==> src/rtl/rx_lbuf_ring.sv <==
`default_nettype none
// ============================================================================
// Module   : rx_lbuf_ring
// Purpose  : Snoops host MWr TLPs to program a ring of large-buffer slots and
//            offers armed slots to the consumer strictly in ring order.
// Revision : 1.0
// ============================================================================
module rx_lbuf_ring #(
    parameter int         BARHIT     = 2,
    parameter int         NUM_LBUF   = 4,
    parameter logic [5:0] BARMP_BASE = 6'h00
) (
    input  logic        clk,
    input  logic        rst,
    input  logic [63:0] trn_rd,
    input  logic [7:0]  trn_rrem_n,
    input  logic        trn_rsof_n,
    input  logic        trn_reof_n,
    input  logic        trn_rsrc_rdy_n,
    input  logic [6:0]  trn_rbar_hit_n,
    output logic [63:0] lbuf_addr,
    output logic        lbuf_en,
    output logic        lbuf64b,
    input  logic        lbuf_dn,
    output logic [3:0]  lbuf_armed_cnt,
    output logic [15:0] lbuf_ovr
);

    localparam int         c_LG   = $clog2(NUM_LBUF);
    localparam logic [6:0] c_SPAN = 7'(4 * NUM_LBUF);

    localparam logic [1:0] c_P_IDLE = 2'd0;
    localparam logic [1:0] c_P_DATA = 2'd1;
    localparam logic [1:0] c_P_SKIP = 2'd2;

    localparam logic [1:0] c_S_FREE   = 2'd0;
    localparam logic [1:0] c_S_ARMED  = 2'd1;
    localparam logic [1:0] c_S_ACTIVE = 2'd2;

    logic [1:0]      r_pst;
    logic [1:0]      r_st   [NUM_LBUF];
    logic [63:0]     r_addr [NUM_LBUF];
    logic [c_LG-1:0] r_hd;
    logic            r_en;
    logic [63:0]     r_lbuf_addr;
    logic            r_64b;
    logic [3:0]      r_cnt;
    logic [15:0]     r_ovr;

    logic            w_vld;
    logic            w_hdr_ok;
    logic            w_commit;
    logic [6:0]      w_rel;
    logic            w_hit;
    logic [c_LG-1:0] w_slot;
    logic [1:0]      w_reg;
    logic [31:0]     w_payload;
    logic            w_acc;
    logic            w_rej;
    logic            w_offer;
    logic            w_done;
    logic [1:0]      w_st_nxt [NUM_LBUF];
    logic [3:0]      w_cnt;
    logic            w_unused;

    assign w_vld    = !trn_rsrc_rdy_n;
    assign w_hdr_ok = !trn_rbar_hit_n[BARHIT] && (trn_rd[62:56] == 7'b1000000)
                      && (trn_rd[41:32] == 10'd1);
    assign w_commit = w_vld && (r_pst == c_P_DATA) && !trn_reof_n;

    // Offsets below the base wrap to large values, so one compare covers both ends.
    assign w_rel     = {1'b0, trn_rd[39:34]} - {1'b0, BARMP_BASE};
    assign w_reg     = w_rel[1:0];
    assign w_slot    = w_rel[2 +: c_LG];
    assign w_hit     = w_commit && (w_rel < c_SPAN) && (w_reg != 2'd3);
    assign w_payload = {trn_rd[7:0], trn_rd[15:8], trn_rd[23:16], trn_rd[31:24]};

    assign w_acc    = w_hit && (r_st[w_slot] == c_S_FREE);
    assign w_rej    = w_hit && (r_st[w_slot] != c_S_FREE);
    assign w_offer  = !r_en && (r_st[r_hd] == c_S_ARMED);
    assign w_done   = r_en && lbuf_dn;
    assign w_unused = ^{trn_rrem_n, trn_rd, trn_rbar_hit_n};

    always_ff @(posedge clk or posedge rst) begin
        if (rst) begin
            r_pst <= c_P_IDLE;
        end else if (w_vld) begin
            case (r_pst)
                c_P_IDLE: begin
                    // Beats without SOF are leftovers of a TLP cut by reset.
                    if (!trn_rsof_n && trn_reof_n)
                        r_pst <= w_hdr_ok ? c_P_DATA : c_P_SKIP;
                end
                c_P_DATA: r_pst <= trn_reof_n ? c_P_SKIP : c_P_IDLE;
                c_P_SKIP: if (!trn_reof_n) r_pst <= c_P_IDLE;
                default:  r_pst <= c_P_IDLE;
            endcase
        end
    end

    // A write to the slot being freed saw ACTIVE and was rejected, so the
    // offer/done updates never collide with an accepted write.
    always_comb begin
        w_st_nxt = r_st;
        if (w_acc && (w_reg == 2'd2) && w_payload[0])
            w_st_nxt[w_slot] = c_S_ARMED;
        if (w_offer)
            w_st_nxt[r_hd] = c_S_ACTIVE;
        if (w_done)
            w_st_nxt[r_hd] = c_S_FREE;
    end

    always_comb begin
        w_cnt = 4'd0;
        for (int i = 0; i < NUM_LBUF; i++) begin
            if (w_st_nxt[i] == c_S_ARMED)
                w_cnt = w_cnt + 4'd1;
        end
    end

    always_ff @(posedge clk or posedge rst) begin
        if (rst) begin
            for (int i = 0; i < NUM_LBUF; i++) begin
                r_st[i]   <= c_S_FREE;
                r_addr[i] <= 64'd0;
            end
            r_hd        <= '0;
            r_en        <= 1'b0;
            r_lbuf_addr <= 64'd0;
            r_64b       <= 1'b0;
            r_cnt       <= 4'd0;
            r_ovr       <= 16'd0;
        end else begin
            for (int i = 0; i < NUM_LBUF; i++)
                r_st[i] <= w_st_nxt[i];
            if (w_acc && (w_reg == 2'd0))
                r_addr[w_slot][31:0] <= w_payload;
            if (w_acc && (w_reg == 2'd1))
                r_addr[w_slot][63:32] <= w_payload;
            if (w_rej && (r_ovr != 16'hFFFF))
                r_ovr <= r_ovr + 16'd1;
            if (w_offer) begin
                r_en        <= 1'b1;
                r_lbuf_addr <= r_addr[r_hd];
                r_64b       <= |r_addr[r_hd][63:32];
            end
            if (w_done) begin
                r_en <= 1'b0;
                r_hd <= r_hd + 1'b1;
            end
            r_cnt <= w_cnt;
        end
    end

    assign lbuf_addr      = r_lbuf_addr;
    assign lbuf_en        = r_en;
    assign lbuf64b        = r_64b;
    assign lbuf_armed_cnt = r_cnt;
    assign lbuf_ovr       = r_ovr;

endmodule
`default_nettype wire

==> config.mk <==
export PLATFORM = sky130hd
export DESIGN_NAME = rx_lbuf_ring
export DESIGN_NICKNAME = d
export VERILOG_FILES = /design/src/rtl/rx_lbuf_ring.sv
export SDC_FILE = /design/constraint.sdc
export NUM_CORES = 1
export LEC_CHECK = 0
export ABC_AREA = 1
export BUFFER_PORTS_ARGS = -buffer_cell sky130_fd_sc_hd__buf_2
export CAP_MARGIN = 20
export CELL_PAD_IN_SITES_DETAIL_PLACEMENT = 1
export CELL_PAD_IN_SITES_GLOBAL_PLACEMENT = 1
export CORE_ASPECT_RATIO = 0.6
export CORE_UTILIZATION = 41
export CTS_BUF_LIST = sky130_fd_sc_hd__clkbuf_8
export DETAILED_ROUTE_END_ITERATION = 8
export GPL_TIMING_DRIVEN = 0
export PLACE_DENSITY_LB_ADDON = 0.1
export SLEW_MARGIN = 0
export SYNTH_ARGS = -nofsm -noshare
export SYNTH_HDL_FRONTEND = slang
export SYNTH_SLANG_ARGS = --single-unit
==> constraint.sdc <==
create_clock -name clk -period 15.58 [get_ports clk]
set_input_delay 2.337 -clock clk [delete_from_list [all_inputs] [get_ports clk]]
set_output_delay 2.337 -clock clk [all_outputs]
set_load 0.005 [all_outputs]
== After elaboration in Yosys (flattened, before gate mapping) ==
Cells that the tools add are included.
W data, S select, Z words.
Operators by class
  $add $sub $neg: 5
  $lt $le $gt $ge: 5
  eq/ne operators: 15
  mux-type cells: 35
  bitwise logic cells: 11
  reductions and logical operators: 30
Operator list (count)
  $bwmux W256: 2
  $mux W256: 2
  $demux W64 S2: 2
  $mux W64: 3
  $bmux W64 S2: 1
  $mux W32: 1
  $reduce_or A32 Y1: 1
  $mux W8: 3
  $mux W2: 10
  $logic_and A1 B1 Y1: 18
  $add A16 B1 Y16 const B: 1
  $ne A16 B16 Y1 const B: 1
  $eq A2 B1 Y1 const B: 7
  $add A4 B1 Y4 const B: 3
  $mux W4: 3
  $eq A10 B1 Y1 const B: 1
  $and A4 B4 Y4: 2
  $and A8 B8 Y8: 1
  $bmux W2 S2: 2
  $demux W2 S2: 2
  $not A4 Y4: 2
  $not A8 Y8: 1
  $or A4 B4 Y4: 2
  $eq A7 B7 Y1 const B: 1
  14 further kinds: 29
Word-level totals
  register bits after elaboration: 354
  input port bits: 85
  output and inout port bits: 86

== Depth between registers and ports, before layout ==
Gate-level depths: netlist of the first run.
  word-level depth: 21
  gate-level depth with buffers: 22
  depth with buffers taken out: 21

== Worst setup path after synthesis of the first run ==
No wires, ideal clock.
  kind: input to register
  from: input trn_rd[36]
  to: register r_cnt[2] (netlist: lbuf_armed_cnt[2])
  setup time: 123 ps
  data arrival time: 4026 ps
  required time: 15457 ps
  path slack: 11431 ps
  stages on the path: 18
  path buffers: 0
  cell sequence: nor2_1 nand2_1 nand2_1 nor2_2 nand2_2 inv_1 nand3_1 nand2_1 nand2_1 nor2_1 ha_1 nand4_1 nand2_1 inv_1 ha_1 inv_1 o21ai_0 nand2_1
Between the ends
  word-level cells in the longest chain between the ends: 21
  elaborated cells between the ends (all ways): 36
  classes of those cells: 3 x add/sub; 3 x order compare; 4 x eq/ne; 12 x mux; 7 x bitwise; 7 x reduce/logical
Ends and longest elaborated chain
  from (decl): RTL line 15  | input logic [63:0] trn_rd,
  branches (longest 8 deep; another with $ge A3 B3 Y1)
  $mux W8 *: RTL line 105  | if (w_acc && (w_reg == 2'd2) && w_payload[0])
  $and A4 B4 Y4 (no line) / $or A4 B4 Y4 (equally long branches)
  $mux W8 *: RTL line 107  | if (w_offer)
  $and A8 B8 Y8 (no line)
  $mux W8 *: RTL line 109  | if (w_done)
  $eq A2 B1 Y1: RTL line 116  | if (w_st_nxt[i] == c_S_ARMED)
  $mux W1: RTL line 116
  $add A4 B1 Y4: RTL line 117  | w_cnt = w_cnt + 4'd1;
  $mux W4: RTL line 116
  $add A4 B1 Y4: RTL line 117
  $mux W4: RTL line 116
  $add A4 B1 Y4: RTL line 117
  $mux W4 *: RTL line 116
  via w_cnt[2]: RTL line 63  | logic [3:0] w_cnt;
  to (signal assigned): RTL line 151  | r_cnt <= w_cnt;
  to (decl): RTL line 47  | logic [3:0] r_cnt;
Mark *: on every way through the listed nets, which the timed path passes. The select of a mux whose other input is x is not followed.
A chain may end at the register's enable or synchronous reset.

== Worst setup path in the final report of the first run ==
  from: input trn_rd[36]
  to: register r_cnt[1] (netlist: lbuf_armed_cnt[1])
The elaborated chain is that of the path after synthesis.

==> results of run 1 <==
==> metal layers <==
metal,GRT usage,vias to the layer above
li1,-,6378
met1,0.457,7084
met2,0.419,376
met3,0.0425,65
met4,0.0655,0
met5,0,-
==> registers in the layout, indices dropped and copies added, names as in the netlist <==
signal,cells
lbuf64b,1
lbuf_addr,64
lbuf_armed_cnt,4
lbuf_en,1
lbuf_ovr,16
r_addr,256
r_hd,2
r_pst,2
r_st,8
==> layout make-up <==
cell class,instances,area [um2],area share
Antenna cell,1,2.50,0.000140
Buffer,106,419,0.0234
Clock buffer,67,922,0.0515
Clock inverter,28,146,0.00817
Inverter,132,503,0.0281
Multi-Input combinational cell,1255,5640,0.315
Sequential cell,354,8860,0.495
Tap cell,504,631,0.0352
Timing Repair Buffer,144,788,0.0440
==> cell families after synthesis <==
logic type,after synthesis,synth area share
xor gates and xnor gates,16,0.00909
DFF,354,0.575
other,1,0.000243
adders and majority gates,8,0.00649
and+or+nand+nor,791,0.204
AOI/OAI and AO/OA,439,0.147
buffers and inverters,238,0.0593
==> Yosys cell counts (4+ instances only) <==
cell / count / area [um2]
nand2_1: 552 / 2070
dfrtp_1: 354 / 8860
o21ai_0: 228 / 1140
nor2_1: 141 / 529
inv_1: 128 / 480
o21ai_1: 128 / 641
clkbuf_1: 87 / 327
nand3_1: 64 / 320
a21oi_1: 43 / 215
o22ai_1: 33 / 206
buf_2: 17 / 85.1
nand4_1: 14 / 87.6
xor2_1: 11 / 96.3
ha_1: 8 / 100
nor3_1: 6 / 30.0
nor4_1: 6 / 37.5
xnor2_1: 5 / 43.8
o22a_1: 4 / 35.0
==> final timing paths <==
check,startpoint,end,slack (ns),cells past startpoint
setup / recovery,trn_rd[36],lbuf_armed_cnt[1]$_DFF_PP0_,11.26,18
hold / removal,lbuf_addr[15]$_DFFE_PP0P_,lbuf_addr[15]$_DFFE_PP0P_,0.47,2
setup reg to reg,r_hd[1]$_DFFE_PP0P_,lbuf_armed_cnt[1]$_DFF_PP0_,11.35,17
hold reg to reg,lbuf_addr[15]$_DFFE_PP0P_,lbuf_addr[15]$_DFFE_PP0P_,0.47,2
max in group asynchronous,rst,lbuf_addr[57]$_DFFE_PP0P_,12.58,4
min in group asynchronous,rst,lbuf_ovr[7]$_DFFE_PP0P_,1.68,2
==> worst reg2reg max path, stage by stage (launching register included) <==
cell and delay [ns]:
dfrtp_1 0.46, inv_1 0.12, clkbuf_1 0.60, clkbuf_1 0.64, clkbuf_1 0.51, ha_1 0.29
inv_1 0.06, o21ai_0 0.19, o21ai_0 0.12, inv_1 0.08, nor2_1 0.06, ha_1 0.32
nand4_1 0.13, nand2_1 0.13, inv_1 0.05, ha_1 0.26, nand2_1 0.07, nand2_1 0.05
==> through the flow <==
stage                     utilization  power (W)  hold WS (ns)  area (um2)
after CTS                       0.488    0.00276         0.478       17900
after global placement          0.457    0.00194         0.457       16800
after global routing            0.488    0.00289         0.495       17900
final                           0.488    0.00275         0.475       17900
after detailed placement        0.459    0.00197         0.462       16800
after floorplan                     -    0.00157         0.442       15400
==> power by group <==
group | internal, W | total [W] | switching, W
combinational | 0.000255 | 0.000925 | 0.000671
sequential | 0.000996 | 0.00104 | 0.0000409
clock | 0.000402 | 0.000791 | 0.000390
total | 0.00165 | 0.00275 | 0.00110
==> qor.yml, run 1 <==
run_status:
  status: "complete, no violations"
placed_design:
  place_inst: 2495
  detailed_place_hpwl_um: 38400
  gp_congestion: 0.850
  io_buffers: 141
  place_ws_ns: 10.67
synth:
  synth-edff-count: 0
  synthArstFlopShare: 1.00
  ys_seq_elements: 354
  netlist_area_um2: 15400
  synth.avg_cell_area_um2: 8.35
  synthCells: 1847
  yosysUniqueCellTypes: 30
  syn-num-nets: 1940
  ys_seq_area_frac: 0.575
  ys_warn_count: 0
  synthFlopType: "dfrtp_1"
global_route:
  grt_overflow_total: 0
  grtUsageTotal: 0.290
  grt_pass1_wl_um: 85100
  grt_max_degree: 127
  grt_antenna_before_repair: 2
  grt_pass1_vias: 14200
clocking:
  postCtsSetupRepairBufs: 0
  cts-root-buf: "clkbuf_8"
  numCtsBuffers: 55
  hold_buffers: 0
  cts_buffer_depth: 3
  clkTransAtPathRegs_ns: 0.06
  cts_tree: "built"
  postCtsResizedCells: 0
  cts.sinks: 354
  clk_latency_ns: 0.64
  htree_num_levels: 2
timing:
  min_period_ns: 4.32
  hold_viol_final: 0
  setup_ws_ns: 11.26
  finalSetupTns_ns: 0
  relSlewSlack: 0.383
  clock.fmax_ghz: 0.231
  worst_slew_pin_slew_ns: 0.926
  setup_viol: 0
  rsz0062_at_grt: "no"
  finalCritPeriodShare: 0.277
  drv_slew: 0
  worst_clock_skew_ns: 0.0401
floorplanning:
  start_util: 0.420
  row_count: 54
  dieArea_um2: 38400
  core_region_area_um2: 36700
  die_w_um: 252
  ios: 171
  die_y_um: 152
critical_path:
  required_ns: 16.07
  critPathMostFrequentCell: "nand2_1"
  slowest_delay_ns: 0.56
  cp-start-kind: "input pin"
  slowest_stage: "nor2_1"
  worst-setup-path-type: "in2reg"
  crit_family: "simple AND/OR/NAND/NOR gates"
  crit_buf_inv: 3
  worstSetupEndpointType: "flop"
  arrival_ns: 4.81
  crit_chain: "buf_2 -> nor2_1 -> nand2_1 -> nand2_1 -> nor2_2 -> nand2_2 -> inv_1 -> nand3_1 -> nand2_1 -> nand2_1 -> nor2_1 -> ha_1 -> nand4_1 -> nand2_1 -> inv_1 -> ha_1 -> nand2_1 -> nand2_1"
  worstPathMaxFanout: 6
pwr:
  cellPowerDensity_nw_per_um2: 154
  irDropWorstVdd_uv: 85.2
  power.leakage_nw: 9.02
detailed_routing:
  top_layer_used: "met4"
  drt-initial-drc-count: 1164
  wl_met1_um: 27300
  met2_wirelength_um: 23500
  viasPerCell: 5.37
  routed_wl_um: 54800
  drc: 0
  firstDrtPassIters: 5
  final_antenna_net_count: 0
  vias: 13900
  wl_per_cell_um: 21.2
  wl_met3_um: 3030
finish:
  drive_gt1_frac: 0.117
  fin_nets: 2141
  syn_to_final_growth_pct: 16.2
  layout_common_cells: "nand2_1 (552), dfrtp_1 (354), o21ai_0 (228), buf_2 (158), inv_1 (148)"
  fillCellCount: 4449
  layout_commonest_cell: "nand2_1"
  final_cells: 2591
hold_path:
  hp-class: "reg2reg"
job:
  max_cap_violations: 0
(Power assumes the default switching activity.)
==> run 2: changes to the inputs <==
==> constraint.sdc (replaced) <==
create_clock -name clk -period 4 [get_ports clk]
set_input_delay 0.6 -clock clk [delete_from_list [all_inputs] [get_ports clk]]
set_output_delay 0.6 -clock clk [all_outputs]
set_load 0.005 [all_outputs]
==> qor.yml, run 2 (synthesis gave the netlist of run 1 again) <==
global_route:
  grt_max_degree: 40  # was 127
  grt_pass1_wl_um: 86400  # was 85,100 um
  grtUsageTotal: 0.295  # was 0.290
  grt_antenna_before_repair: 0  # was 2
  grt_overflow_total: 0  # unchanged
  grt_pass1_vias: 14400  # was 14,200
detailed_routing:
  firstDrtPassIters: 5  # unchanged
  final_antenna_net_count: 0  # unchanged
  drc: 0  # unchanged
  routed_wl_um: 55500  # was 54,800 um
  wl_per_cell_um: 21.4  # was 21.2 um
  vias: 14100  # was 13,900
  viasPerCell: 5.43  # was 5.37
  drt-initial-drc-count: 1285  # was 1,164
floorplanning:
  die_w_um: 252  # unchanged
  start_util: 0.420  # unchanged
  die_y_um: 152  # unchanged
  ios: 171  # unchanged
  row_count: 54  # unchanged
  core_region_area_um2: 36700  # unchanged
  dieArea_um2: 38400  # unchanged
hold_path:
  hp-class: "in2async"  # was reg2reg
placed_design:
  postPlaceCellArea_um2: 16900  # was 16,800 um2
  io_buffers: 141  # unchanged
  place_ws_ns: -0.190  # was 10.67 ns
  gp_congestion: 0.878  # was 0.850
  detailed_place_hpwl_um: 39300  # was 38,400 um
critical_path:
  crit_family: "buffers and inverters"  # was simple AND/OR/NAND/NOR gates
  worstPathMaxFanout: 11  # was 6
  slowest_stage: "dfrtp_1"  # was nor2_1
  worstSetupEndpointType: "flop"  # unchanged
  crit_start: "r_hd[0]$_DFFE_PP0P_"  # was trn_rd[36]
  critPathMostFrequentCell: "inv_1"  # was nand2_1
  reg2reg_from: "r_hd[0]$_DFFE_PP0P_"  # was r_hd[1]$_DFFE_PP0P_
  arrival_ns: 4.24  # was 4.81 ns
  crit_buf_inv: 9  # was 3
  required_ns: 4.48  # was 16.07 ns
  slowest_delay_ns: 0.42  # was 0.56 ns
  worst-setup-path-type: "reg2reg"  # was in2reg
  cp-start-kind: "flop"  # was input pin
  crit_chain: "buf_2 -> inv_1 -> buf_2 -> buf_4 -> clkbuf_4 -> buf_4 -> ha_1 -> inv_1 -> o21ai_0 -> o21ai_0 -> inv_1 -> nor2_1 -> ha_1 -> nand4_1 -> nand2_1 -> inv_1 -> ha_1 -> nand2_1 -> nand2_1"  # was buf_2 -> nor2_1 -> nand2_1 -> nand2_1 -> nor2_2 -> nand2_2 -> inv_1 -> nand3_1 -> nand2_1 -> nand2_1 -> nor2_1 -> ha_1 -> nand4_1 -> nand2_1 -> inv_1 -> ha_1 -> nand2_1 -> nand2_1
clocking:
  cts_buffer_depth: 3  # unchanged
  htree_num_levels: 2  # unchanged
  cts_tree: "built"  # unchanged
  numCtsBuffers: 54  # was 55
  clkTransAtPathRegs_ns: 0.07  # was 0.06 ns
  hold_buffers: 0  # unchanged
  clk_latency_ns: 0.63  # was 0.64 ns
  cts-root-buf: "clkbuf_8"  # unchanged
  postCtsSetupRepairBufs: 0  # unchanged
  cts.sinks: 354  # unchanged
timing:
  finalCritPeriodShare: 0.940
  rsz0062_at_grt: "no"  # unchanged
  min_period_ns: 3.76
  drv_slew: 0  # unchanged
  setup_ws_ns: 0.239  # was 11.26 ns
  worst_clock_skew_ns: 0.0240  # was 0.0401 ns
  worst_slew_pin_slew_ns: 0.894  # was 0.926 ns
  clock.fmax_ghz: 0.266
  relSlewSlack: 0.403  # was 0.383
  hold_viol_final: 0  # unchanged
  finalSetupTns_ns: 0  # unchanged
  setup_viol: 0  # unchanged
  whs_ns: 0.162  # was 0.475 ns
pwr:
  clkPwrFrac: 0.286  # was 0.287
  cellPowerDensity_nw_per_um2: 598  # was 154 nW/um2
  power.leakage_nw: 9.06  # was 9.02 nW
  seqPwrFrac: 0.376  # was 0.377
  power_switching_w: 0.00431  # was 0.00110 W
  sw_frac_of_total: 0.400  # about the same
  irDropWorstVdd_uv: 264  # was 85.2 uV
  combPwrFrac: 0.338  # was 0.336
  p_int_w: 0.00647  # was 0.00165 W
finish:
  drive_gt1_frac: 0.124  # was 0.117
  largest_reg_flops: 256  # unchanged
  syn_to_final_growth_pct: 17.0  # was 16.2%
  fillCellCount: 4469  # was 4,449
  design_area_um2: 18000  # was 17,900 um2
  layout_commonest_cell: "nand2_1"  # unchanged
  top_register: "r_addr"  # unchanged
  fin_nets: 2145  # was 2,141
  layout_common_cells: "nand2_1 (552), dfrtp_1 (354), o21ai_0 (228), buf_2 (155), nor2_1 (141)"  # was nand2_1 (552), dfrtp_1 (354), o21ai_0 (228), buf_2 (158), inv_1 (148)
run_status:
  status: "complete, no violations"  # unchanged
job:
  max_cap_violations: 0  # unchanged
==> run 2: changes by cell type in the layout (fill, tap and decap cells not counted), sizes merged <==
cell      change
clkinvlp      -1
buf           +5
bufinv        -1
inv           -9
clkbuf        +4
clkinv        +8
==> run 2: final timing paths <==
path / to / slack, ns / depth (start not counted)
setup / recovery: lbuf_armed_cnt[1]$_DFF_PP0_ / 0.24 / 19
hold / removal: r_addr[80]$_DFFE_PP0P_ / 0.16 / 2
setup reg to reg: lbuf_armed_cnt[1]$_DFF_PP0_ / 0.24 / 19
hold reg to reg: lbuf_addr[1]$_DFFE_PP0P_ / 0.48 / 2
max in group asynchronous: lbuf_addr[57]$_DFFE_PP0P_ / 2.59 / 5
min in group clk: lbuf_en$_DFFE_PP0P_ / 0.19 / 2
==> run 2: metrics by stage <==
step / instances / utilization / power [W]
3_5_place_dp: 2501 / 0.462 / 0.00770
3_3_place_gp: 2492 / 0.457 / 0.00759
2_1_floorplan: 1847 / - / 0.00611
5_1_grt: 2596 / 0.491 / 0.0114
4_1_cts: 2596 / 0.491 / 0.0108
6_report: 2597 / 0.491 / 0.0108
==> run 2: area by class of cell <==
| type | count | area (um2) | share of cell area |
|---|---|---|---|
| antenna | 1 | 2.50 | 0.000139 |
| buffer | 105 | 424 | 0.0235 |
| clock buffer | 71 | 977 | 0.0542 |
| clock inverter | 25 | 108 | 0.00597 |
| inverter | 132 | 503 | 0.0279 |
| multi-input combinational | 1255 | 5640 | 0.313 |
| sequential | 354 | 8860 | 0.491 |
| tap | 504 | 631 | 0.0350 |
| timing repair buffer | 150 | 886 | 0.0491 |
==> run 2: what timing repair did <==
action                     in CTS  in global routing
resized for setup               2                  4
setup endpoints to repair       2                  2
pin swaps                       0                  0
==> run 2: routing by layer <==
layer / GRT usage / wire [um] / up-vias
met5: 0 / 0 / -
met2: 0.417 / 23300 / 467
met4: 0.0713 / 1090 / 0
met3: 0.0630 / 4250 / 83
met1: 0.457 / 26900 / 7134
li1: - / - / 6406
==> run 2: worst reg2reg max path: stages, from the launching register on <==
cell	delay, ns
dfrtp_1	0.42
buf_2	0.22
inv_1	0.18
buf_2	0.27
buf_4	0.26
clkbuf_4	0.30
buf_4	0.26
ha_1	0.23
inv_1	0.06
o21ai_0	0.14
o21ai_0	0.10
inv_1	0.08
nor2_1	0.06
ha_1	0.32
nand4_1	0.13
nand2_1	0.11
inv_1	0.05
ha_1	0.26
nand2_1	0.08
nand2_1	0.10
==> run 2: power groups by stage <==
| stage | logic (W) | clock network, W | registers (W) |
|---|---|---|---|
| global route | 0.00398 | 0.00330 | 0.00409 |
| floorplan | 0.00200 | 0 | 0.00411 |
| detailed placement | 0.00359 | 0 | 0.00411 |
| global placement | 0.00348 | 0 | 0.00411 |
| finish | 0.00364 | 0.00309 | 0.00405 |
| CTS | 0.00360 | 0.00315 | 0.00405 |
